File: config.mk
export PLATFORM = sky130hd
export DESIGN_NAME = tdm_demux_1to4
export DESIGN_NICKNAME = d
export VERILOG_FILES = /design/src/rtl/tdm_demux_1to4_pkg.sv /design/src/rtl/tdm_demux_1to4_slot_counter.sv /design/src/rtl/tdm_demux_1to4.sv
export SDC_FILE = /design/constraint.sdc
export NUM_CORES = 1
export LEC_CHECK = 0
export ABC_AREA = 1
export CAP_MARGIN = 10
export CORE_MARGIN = 2
export CORE_UTILIZATION = 45
export DETAILED_ROUTE_END_ITERATION = 6
export HOLD_SLACK_MARGIN = 0.08
export PLACE_DENSITY = 0.79
export SETUP_SLACK_MARGIN = 0.3
export SYNTH_ARGS = -nofsm -noshare
export SYNTH_HDL_FRONTEND = slang
export SYNTH_SLANG_ARGS = --single-unit
File: constraint.sdc
create_clock -name clock -period 3.3 [get_ports clock]
set_clock_uncertainty 0.1 [all_clocks]
set_input_delay 0.66 -clock clock [delete_from_list [all_inputs] [get_ports clock]]
set_output_delay 0.66 -clock clock [all_outputs]
set_load 0.005 [all_outputs]
File: src/rtl/tdm_demux_1to4_pkg.sv
// Shared definitions for the TDM 1:4 demux receive path: slot geometry and
// framing-state encodings.
package tdm_demux_1to4_pkg;

  localparam int unsigned TDM_SLOTS  = 4;
  localparam int unsigned TDM_SLOT_W = 2;

  localparam logic [TDM_SLOT_W-1:0] LAST_SLOT = TDM_SLOT_W'(TDM_SLOTS - 1);

  typedef enum logic {
    HUNT   = 1'b0,
    LOCKED = 1'b1
  } tdm_state_e;

endpackage

File: src/rtl/tdm_demux_1to4_slot_counter.sv
// Slot index tracker: clear, load-to-1 on an accepted sync beat, or advance
// on an ordinary valid beat, wrapping naturally from the last slot back to 0.
module tdm_demux_1to4_slot_counter
  import tdm_demux_1to4_pkg::*;
(
  input  logic                  clock,
  input  logic                  reset,
  input  logic                  en,
  input  logic                  load1,
  input  logic                  clr,
  output logic [TDM_SLOT_W-1:0] slot
);

  // Clear wins over load, load wins over advance.
  always_ff @(posedge clock or posedge reset) begin
    if (reset) begin
      slot <= '0;
    end else if (clr) begin
      slot <= '0;
    end else if (load1) begin
      slot <= TDM_SLOT_W'(1);
    end else if (en) begin
      slot <= slot + TDM_SLOT_W'(1);
    end
  end

endmodule

File: src/rtl/tdm_demux_1to4.sv
// Receive end of the 4:1 TDM mux: locks onto frame_sync, collects four slot
// samples and publishes them as a complete frame with a one-cycle word_valid.
module tdm_demux_1to4
  import tdm_demux_1to4_pkg::*;
#(
  parameter int unsigned WIDTH     = 1,
  parameter int unsigned ERR_CNT_W = 8
) (
  input  logic                  clock,
  input  logic                  reset,
  input  logic [WIDTH-1:0]      in_data,
  input  logic                  in_valid,
  input  logic                  frame_sync,
  output logic [WIDTH-1:0]      out0,
  output logic [WIDTH-1:0]      out1,
  output logic [WIDTH-1:0]      out2,
  output logic [WIDTH-1:0]      out3,
  output logic                  word_valid,
  output logic [TDM_SLOT_W-1:0] slot,
  output logic                  locked,
  output logic                  sync_err,
  output logic [ERR_CNT_W-1:0]  err_count
);

  tdm_state_e     state;
  logic [WIDTH-1:0] sh0, sh1, sh2;

  logic beat_locked;
  logic slot_zero;
  logic miss_sync;
  logic early_sync;
  logic frame_err;

  assign beat_locked = in_valid && (state == LOCKED);
  assign slot_zero   = (slot == '0);
  assign miss_sync   = beat_locked && !frame_sync && slot_zero;
  assign early_sync  = beat_locked && frame_sync && !slot_zero;
  assign frame_err   = miss_sync || early_sync;
  assign locked      = (state == LOCKED);

  // Any accepted sync beat (HUNT or LOCKED) restarts the frame at slot 1.
  tdm_demux_1to4_slot_counter u_slot_counter (
    .clock (clock),
    .reset (reset),
    .en    (beat_locked && !frame_sync && !slot_zero),
    .load1 (in_valid && frame_sync),
    .clr   (miss_sync),
    .slot  (slot)
  );

  always_ff @(posedge clock or posedge reset) begin
    if (reset) begin
      state      <= HUNT;
      sh0        <= '0;
      sh1        <= '0;
      sh2        <= '0;
      out0       <= '0;
      out1       <= '0;
      out2       <= '0;
      out3       <= '0;
      word_valid <= 1'b0;
      sync_err   <= 1'b0;
      err_count  <= '0;
    end else begin
      word_valid <= 1'b0;
      sync_err   <= frame_err;
      if (frame_err && (err_count != '1)) begin
        err_count <= err_count + ERR_CNT_W'(1);
      end

      if (in_valid) begin
        case (state)
          HUNT: begin
            if (frame_sync) begin
              sh0   <= in_data;
              state <= LOCKED;
            end
          end
          LOCKED: begin
            if (frame_sync) begin
              sh0 <= in_data;
            end else if (slot_zero) begin
              state <= HUNT;
            end else if (slot == LAST_SLOT) begin
              // Publish only on a completed frame so partial frames never leak.
              out0       <= sh0;
              out1       <= sh1;
              out2       <= sh2;
              out3       <= in_data;
              word_valid <= 1'b1;
            end else if (slot == TDM_SLOT_W'(1)) begin
              sh1 <= in_data;
            end else begin
              sh2 <= in_data;
            end
          end
          default: state <= HUNT;
        endcase
      end
    end
  end

endmodule

==> results of run 1 <==
[routing by layer]
metal  vias up  share of wire (%)
met1       427                 45
met2        21                 48
li1        459                  -
met4         0                2.0
met3         5                4.3
met5         -                  0
[kinds of logic (layout without fill, tap and decap cells)]
| kind of cell | count (synthesis) | count (layout) | synth area share (%) |
|---|---|---|---|
| and+or+nand+nor | 76 | 76 | 31.2 |
| DFF | 20 | 20 | 47.4 |
| buffers and inverters | 16 | 40 | 6.41 |
| AOI/OAI and AO/OA | 11 | 11 | 6.17 |
| adders and majority gates | 6 | 6 | 7.12 |
| xor gates and xnor gates | 2 | 2 | 1.66 |
[worst min-delay path by stage]
stage | end | cells past startpoint | start | slack, ns
after floorplan | sh0$_DFFE_PP0P_ | 2 | sh0$_DFFE_PP0P_ | 0.35
after global placement | out0$_DFFE_PP0P_ | 2 | out0$_DFFE_PP0P_ | 0.37
after detailed placement | out2$_DFFE_PP0P_ | 2 | out2$_DFFE_PP0P_ | 0.37
after CTS | out2$_DFFE_PP0P_ | 2 | out2$_DFFE_PP0P_ | 0.40
after global routing | out0$_DFFE_PP0P_ | 2 | out0$_DFFE_PP0P_ | 0.45
final | out2$_DFFE_PP0P_ | 2 | out2$_DFFE_PP0P_ | 0.39
[area by class of cell]
| class | count | area (um2) | share of cell area (%) |
|---|---|---|---|
| multi-input cells | 95 | 487 | 36.7 |
| repair buffers | 21 | 210 | 15.9 |
| clock buffers | 4 | 36.3 | 2.74 |
| flip-flops and latches | 20 | 500 | 37.8 |
| well taps | 28 | 35.0 | 2.64 |
| inverters | 15 | 56.3 | 4.25 |
[cells in the final DEF (no fill, tap or decap), types with 2 or more instances in the layout]
| cell type | count |
|---|---|
| nand3_1 | 9 |
| nand2_1 | 50 |
| clkbuf_4 | 3 |
| nand2_2 | 5 |
| inv_1 | 13 |
| ha_1 | 6 |
| o21ai_0 | 6 |
| o21ai_2 | 2 |
| nor2_1 | 8 |
| o21ai_1 | 2 |
| dfrtp_1 | 20 |
| clkdlybuf4s50_1 | 21 |
[flip-flops by register name (all words and copies together) (netlist names)]
signal / count
out1: 1
err_count: 8
word_valid: 1
sh1: 1
out0: 1
u_slot_counter.slot: 2
sh0: 1
sh2: 1
out3: 1
sync_err: 1
locked: 1
out2: 1
[through the flow]
step | hold slack, ns | cells | power (mW) | setup slack, ns
detailed placement | 0.369 | 179 | 0.662 | 1.18
global route | 0.446 | 183 | 0.867 | 1.15
finish | 0.393 | 183 | 0.800 | 1.20
floorplan | 0.354 | 131 | 0.526 | 1.79
global placement | 0.371 | 179 | 0.653 | 1.20
CTS | 0.400 | 183 | 0.806 | 1.20
[power groups by stage]
stage / Sequential (mW) / Combinational (mW) / Clock (mW)
finish: 0.367 / 0.291 / 0.142
global placement: 0.368 / 0.284 / 0
detailed placement: 0.372 / 0.290 / 0
global route: 0.377 / 0.335 / 0.156
floorplan: 0.366 / 0.160 / 0
CTS: 0.367 / 0.294 / 0.144
==> results_dict.tcl, run 1 <==
set metrics [dict create \
    p_leak_nw 0.643 \
    crit_fanout 7 \
    seq_power_share_pct 45.9 \
    die_w_um 52.4 \
    dieArea_mm2 0.00275 \
    cts_tree "built" \
    utilization_pct 59.9 \
    clock_latency_ns 0.30 \
    cts_root_buf "clkbuf_4" \
    start_util_pct 47.7 \
    row_count 17 \
    use_met1_pct 23.5 \
    clockBufferDepth 2 \
    yosysTopAreaCellShare_pct 47.4 \
    tns_ns 0 \
    drt-wirelength-per-cell_um 10.8 \
    grt-busiest-layer "met2" \
    vias 912 \
    cp-start-kind "flip-flop" \
    yosysUniqueCellTypes 20 \
    fin_nets 167 \
    r2r-end "err_count[5]$_DFFE_PP0P_" \
    worstSetupPathType "reg2out" \
    num_io_pins 22 \
    synth_ff_type "dfrtp_1" \
    cts_buffers 3 \
    endpoint "err_count[2]" \
    place_hpwl_um 1460 \
    drc 0 \
    peakVddDrop_mv 0.455 \
    hold_path_class "reg2reg" \
    path_cells "clkdlybuf4s50_1" \
    grt_setup_unrepaired "no" \
    cts_resized 0 \
    finalHoldViolations 0 \
    ff2ff_path_depth 8 \
    vias_per_cell 4.98 \
    slowest_delay_ns 0.55 \
    n_antenna_cell 0 \
    synth_area_leaders "dfrtp_1 (47%), nand2_1 (18%), ha_1 (7.1%), inv_1 (4.6%), nand3_1 (4.3%)" \
    p_per_area_mw_per_mm2 604 \
    antenna_found_initial 0 \
    grt_overflow 0 \
    placed_cell_area_mm2 0.00129 \
    cp.depth 1 \
    grt.total_usage_pct 17.6 \
    p_int_uw 523 \
    postCtsSetupBuffers 0 \
    switchingPower_uw 277 \
    cts_hold_buf 0 \
    async_flop_share_pct 100 \
    pwr-share-clk_pct 17.7 \
    startpoint "err_count[2]$_DFFE_PP0P_" \
    ant_nets 0 \
    avgSynthCellArea_um2 8.05 \
    fin_area_mm2 0.00133 \
    crit_arrival_ns 1.34 \
    syn_to_final_growth_pct 25.6 \
    first_global_vias 866 \
    worst_pin_slew_ns 0.721 \
    finalMaxSlewViolations 0 \
    first_pass_iters 4 \
    grt_pass1_wl_um 3640 \
    grtUsageMet3_pct 2.29 \
    rrSetupSlack_ns 1.56 \
    setup.worst_path.end_class "primary output" \
    fillers 211 \
    worst_slew_margin_rel_pct 51.9 \
    yosys_warnings 0 \
    synth_nets 142 \
    yosys_register_bits 20 \
    port_buffers 21 \
    status "completed" \
    power_frac_comb_pct 36.4 \
    synth_area_mm2 0.00105 \
    critPathTopFamily "buffers and inverters" \
    core_mm2 0.00221 \
    grt_use_met2_pct 29.0 \
    drive_gt1_share_pct 9.03 \
    seq_area_frac_synth_pct 47.4 \
    min_period_ns 2.10 \
    drt_wl_total_um 1980 \
    synthTopCellsByCount "nand2_1 (50), dfrtp_1 (20), inv_1 (13)" \
    gp_congestion 0.811 \
    grt_max_degree 21 \
    finalCritPeriodShare_pct 63.6 \
    cts.sink_count 20 \
    synth_edf_count 0 \
    drt_iter0_drc 19 \
    cpMaxStageDelayCell "clkdlybuf4s50_1" \
    h-tree-depth 1 \
    yosysMostFrequentCell "nand2_1" \
    syn_inst 131 \
    setup_viol 0 \
    fmax_mhz 477 \
    swShare_pct 34.6 \
    clk_pin_slew_ns 0.11 \
    post-synth-top-area-cell "dfrtp_1" \
    drv_cap 0 \
    cp_num_buf_inv 1 \
    worstPathRequired_ns 2.54 \
    r2r-start "u_slot_counter.slot[0]$_DFFE_PP0P_" \
    chipHeight_um 52.4 \
]
(Power assumes the default switching activity.)
==> run 2: changes to the inputs <==
clock period = 2.2 ns   (was 3.3 ns; I/O delays follow)
==> run 2 against run 1 <==
Net effect:
- worst hold slack worse by 0.044 ns
- cell area up 2.2%
- via count down 2.5%
- register-to-register slack worse by 1.0 ns
- sequential power up 50%
- first-iteration DRC count down 26%
- critical path type unchanged
- highest routed layer unchanged
==> results_dict.tcl, run 2 (synthesis gave the netlist of run 1 again) <==
set metrics [dict create \
    status "completed" \
    place_hpwl_um 1490 \
    drt_wl_total_um 1970 \
    final_common_cell "nand2_1" \
    switchingPower_uw 409 \
    postCtsSetupBuffers 0 \
    first_global_vias 853 \
    ant_nets 0 \
    rrSetupSlack_ns 0.54 \
    fin_nets 168 \
    cts.sink_count 20 \
    num_io_pins 22 \
    peakVddDrop_mv 0.684 \
    fin_cells 184 \
    drt_iter0_drc 14 \
    h-tree-depth 1 \
    drt-wirelength-per-cell_um 10.7 \
    p_int_uw 872 \
    fillers 207 \
    power_frac_comb_pct 34.0 \
    cts_hold_buf 0 \
    critPathTopFamily "buffers and inverters" \
    min_period_ns 1.84 \
    worst_slew_margin_rel_pct 83.2 \
    syn_to_final_growth_pct 28.4 \
    finalHoldViolations 0 \
    fmax_mhz 545 \
    r2r-end "err_count[5]$_DFFE_PP0P_" \
    clockBufferDepth 2 \
    final_cell_mix "nand2_1 (50), clkdlybuf4s50_1 (21), dfrtp_1 (18)" \
    core_mm2 0.00221 \
    cp.depth 1 \
    setup.worst_path.end_class "primary output" \
    drv_cap 0 \
    worstPathRequired_ns 1.66 \
    cts_root_buf "clkbuf_4" \
    p_per_area_mw_per_mm2 947 \
    antenna_found_initial 0 \
    cts_buffers 3 \
    finalCritPeriodShare_pct 83.5 \
    r2r-start "u_slot_counter.slot[0]$_DFFE_PP0P_" \
    grtUsageMet3_pct 2.00 \
    cts_resized 0 \
    endpoint "err_count[3]" \
    die_w_um 52.4 \
    pwr-share-clk_pct 23.1 \
    crit_fanout 6 \
    vias 889 \
    largest_reg_flops 8 \
    grt_use_met2_pct 30.2 \
    path_cells "clkdlybuf4s50_1" \
    n_antenna_cell 0 \
    vias_per_cell 4.83 \
    port_buffers 21 \
    start_util_pct 47.7 \
    first_pass_iters 4 \
    startpoint "err_count[3]$_DFFE_PP0P_" \
    dieArea_mm2 0.00275 \
    seq_power_share_pct 42.9 \
    slowest_delay_ns 0.54 \
    cpMaxStageDelayCell "clkdlybuf4s50_1" \
    cp_num_buf_inv 1 \
    drc 0 \
    swShare_pct 31.9 \
    crit_arrival_ns 1.30 \
    grt-busiest-layer "met2" \
    grt_overflow 0 \
    grt_max_degree 21 \
    use_met1_pct 19.9 \
    gp_congestion 0.811 \
    reg_top3 "err_count: 8 flops, u_slot_counter.slot: 2 flops" \
    drive_gt1_share_pct 11.5 \
    hold_path_class "in2async" \
    clock_latency_ns 0.30 \
    grt_pass1_wl_um 3460 \
    grt.total_usage_pct 16.7 \
    cts_tree "built" \
    clk_pin_slew_ns 0.11 \
    cp-start-kind "flip-flop" \
    chipHeight_um 52.4 \
    worstSetupPathType "reg2out" \
    worst_pin_slew_ns 0.252 \
    row_count 17 \
    utilization_pct 61.2 \
    tns_ns 0 \
    placed_cells 180 \
    p_leak_nw 0.651 \
    ff2ff_path_depth 8 \
    setup_viol 0 \
    regMostFlops "err_count" \
    grt_setup_unrepaired "no" \
    finalMaxSlewViolations 0 \
]
-- run 2: worst min path at each step --
| stage | from | slack, ns | cells after the start | end |
|---|---|---|---|---|
| 3_5_place_dp | out2$_DFFE_PP0P_ | 0.36 | 2 | out2$_DFFE_PP0P_ |
| 2_1_floorplan | reset | 0.30 | 1 | err_count[0]$_DFFE_PP0P_ |
| 3_3_place_gp | out0$_DFFE_PP0P_ | 0.37 | 2 | out0$_DFFE_PP0P_ |
| 5_1_grt | reset | 0.37 | 3 | err_count[7]$_DFFE_PP0P_ |
| 4_1_cts | reset | 0.36 | 3 | err_count[7]$_DFFE_PP0P_ |
| 6_report | reset | 0.35 | 3 | out1$_DFFE_PP0P_ |
-- run 2: layer usage --
layer  vias up  routed length [um]  share of wire [%]
li1        456                   -                  -
met1       408                 884                 45
met2        23                 972                 49
met3         2                  97                4.9
met4         0                  17               0.86
met5         -                   0                  0
-- run 2: worst register-to-register path, cell delays in order (launching register included) --
cell     delay, ns
dfrtp_1       0.44
inv_1         0.13
ha_2          0.24
nand4_1       0.15
nand2_2       0.13
nand2_2       0.15
inv_1         0.15
nand2_1       0.07
nand2_1       0.06
-- run 2: through the flow --
| step | hold WS (ns) | power [mW] | instance area (um2) | setup slack [ns] |
|---|---|---|---|---|
| after floorplan | 0.304 | 0.789 | 1050 | 0.686 |
| after global placement | 0.370 | 0.980 | 1300 | 0.325 |
| after detailed placement | 0.363 | 0.992 | 1300 | 0.271 |
| after CTS | 0.357 | 1.29 | 1350 | 0.314 |
| after global routing | 0.370 | 1.39 | 1350 | 0.300 |
| final | 0.349 | 1.28 | 1350 | 0.364 |
-- run 2: area by class of cell --
| class | count | area (um2) | area share, % |
|---|---|---|---|
| Sequential cell | 20 | 503 | 37.2 |
| Multi-Input combinational cell | 95 | 489 | 36.1 |
| Timing Repair Buffer | 22 | 218 | 16.1 |
| Clock buffer | 3 | 22.5 | 1.66 |
| Inverter | 15 | 56.3 | 4.16 |
| Clock inverter | 1 | 30.0 | 2.22 |
| Tap cell | 28 | 35.0 | 2.59 |
-- run 2: power by group through the flow --
stage,clock network [mW],registers (mW),logic (mW)
after floorplan,0,0.549,0.241
final,0.296,0.550,0.435
after global routing,0.320,0.564,0.503
after CTS,0.300,0.548,0.440
after detailed placement,0,0.556,0.436
after global placement,0,0.553,0.428
==> run 3: changes to the inputs <==
clock period = 1.9 ns   (was 2.2 ns; I/O delays follow)
==> run 3 against run 2 <==
Net effect:
- count of clock-buffer cells in the layout is the same
- total power grew 24%
- wire length up 12%
- clock power increased by 16%
- combinational power increased by 49%
- highest routed layer unchanged
- cell area grew 8.3%
- core utilization increased by 5.1 points
- worst hold slack got worse by 0.063 ns
- cell count increased by 8.2%
- sequential cell count is the same
- largest power group is now combinational logic
- sequential share of layout area fell by 2.9 points
- register-to-register slack got worse by 0.13 ns
==> results_dict.tcl, run 3 (synthesis gave the netlist of run 1 again) <==
set metrics [dict create \
    fin_nets 183 \
    worstSetupPathType "reg2out" \
    start_util_pct 47.7 \
    startpoint "u_slot_counter.slot[0]$_DFFE_PP0P_" \
    p_leak_nw 0.803 \
    h-tree-depth 1 \
    grt.total_usage_pct 20.3 \
    vias_per_cell 4.83 \
    cp.depth 1 \
    grt_setup_unrepaired "yes" \
    reg_top3 "err_count: 8 flops, u_slot_counter.slot: 2 flops" \
    vias 961 \
    swShare_pct 32.8 \
    cts_tree "built" \
    syn_to_final_growth_pct 39.0 \
    cts.sink_count 20 \
    drt_wl_total_um 2200 \
    finalMaxSlewViolations 0 \
    r2r-end "err_count[1]$_DFFE_PP0P_" \
    drt-wirelength-per-cell_um 11.1 \
    setup.worst_path.end_class "primary output" \
    finalHoldViolations 0 \
    min_period_ns 1.50 \
    cts_root_buf "clkbuf_4" \
    status "completed" \
    n_antenna_cell 0 \
    switchingPower_uw 520 \
    final_cell_mix "nand2_1 (50), dfrtp_1 (18), dlygate4sd2_1 (16), buf_4 (16), inv_1 (11)" \
    fmax_mhz 668 \
    grt_overflow 0 \
    finalCritPeriodShare_pct 78.8 \
    cp-start-kind "flip-flop" \
    ant_nets 0 \
    setup_viol 0 \
    antenna_found_initial 0 \
    endpoint "slot[0]" \
    pwr-share-clk_pct 21.7 \
    place_hpwl_um 1520 \
    first_pass_iters 4 \
    worst_slew_margin_rel_pct 83.6 \
    fin_cells 199 \
    clock_latency_ns 0.30 \
    first_global_vias 993 \
    cts_buffers 3 \
    row_count 17 \
    num_io_pins 22 \
    power_frac_comb_pct 40.8 \
    peakVddDrop_mv 0.887 \
    drv_cap 0 \
    drive_gt1_share_pct 21.1 \
    slowest_delay_ns 0.43 \
    core_mm2 0.00221 \
    crit_arrival_ns 1.02 \
    seq_power_share_pct 37.5 \
    drt_iter0_drc 12 \
    rrSetupSlack_ns 0.41 \
    regMostFlops "err_count" \
    ff2ff_path_depth 8 \
    clk_pin_slew_ns 0.11 \
    placed_cells 180 \
    port_buffers 21 \
    clockBufferDepth 2 \
    die_w_um 52.4 \
    worstPathRequired_ns 1.42 \
    final_common_cell "nand2_1" \
    p_int_mw 1.07 \
    largest_reg_flops 8 \
    hold_path_class "in2async" \
    p_per_area_mw_per_mm2 1080 \
    dp_slack_ns 0.0452 \
    gp_congestion 0.821 \
    cp_num_buf_inv 1 \
    dieArea_mm2 0.00275 \
    setup_ws_ns 0.403 \
    crit_fanout 4 \
    r2r-start "u_slot_counter.slot[1]$_DFFE_PP0P_" \
    cpMaxStageDelayCell "dfrtp_1" \
    drc 0 \
    cts_hold_buf 0 \
    chipHeight_um 52.4 \
    grt_max_degree 21 \
    worst_pin_slew_ns 0.247 \
    grt_pass1_wl_um 4120 \
    tns_ns 0 \
    critPathTopFamily "flip-flops" \
    path_cells "dlygate4sd2_1" \
]
-- run 3: through the flow --
| stage | hold slack (ns) | util (%) | instance area, um2 | total power, mW |
|---|---|---|---|---|
| final | 0.286 | 66.3 | 1470 | 1.59 |
| after CTS | 0.290 | 64.9 | 1440 | 1.56 |
| after global routing | 0.310 | 66.3 | 1470 | 1.71 |
| after global placement | 0.371 | 58.6 | 1300 | 1.13 |
| after detailed placement | 0.366 | 58.6 | 1300 | 1.15 |
| after floorplan | 0.244 | - | 1050 | 0.914 |
-- run 3: power by group through the flow --
stage          logic (mW)  clock network, mW  registers [mW]
2_1_floorplan       0.279                  0           0.635
3_3_place_gp        0.494                  0           0.640
3_5_place_dp        0.507                  0           0.642
4_1_cts             0.618              0.350           0.590
5_1_grt             0.737              0.365           0.608
6_report            0.648              0.344           0.594
-- run 3: final cells by class --
class                   instances  area (um2)
flip-flops and latches         20         503
fillers                       198         746
inverters                      15        56.3
well taps                      28        35.0
clock inverters                 1        30.0
repair buffers                 37         313
clock buffers                   3        22.5
multi-input cells              95         507
-- run 3: worst min-delay path, stage by stage --
cell and delay [ns]:
clkdlybuf4s50_1 0.39, inv_1 0.05, buf_4 0.25
-- run 3: how the worst min path moves through the flow --
| stage | from | endpoint | slack, ns | cells after the start |
|---|---|---|---|---|
| after global placement | out0$_DFFE_PP0P_ | out0$_DFFE_PP0P_ | 0.37 | 2 |
| after detailed placement | out1$_DFFE_PP0P_ | out1$_DFFE_PP0P_ | 0.37 | 2 |
| final | reset | out0$_DFFE_PP0P_ | 0.29 | 3 |
| after global routing | reset | err_count[7]$_DFFE_PP0P_ | 0.31 | 3 |
| after CTS | reset | err_count[7]$_DFFE_PP0P_ | 0.29 | 3 |
| after floorplan | reset | err_count[0]$_DFFE_PP0P_ | 0.24 | 1 |
-- run 3: what timing repair did --
action	in CTS	in global routing
setup endpoints to repair	25	9
resized for setup	20	5
pin swaps	0	1
setup buffers	13	2
-- run 3: routing by layer --
layer	global-route usage, %	up-vias	share of wire, %
li1	-	487	-
met5	0	-	0
met3	2.86	4	3.4
met2	36.3	20	52
met4	6.41	0	1.1
met1	25.0	450	44
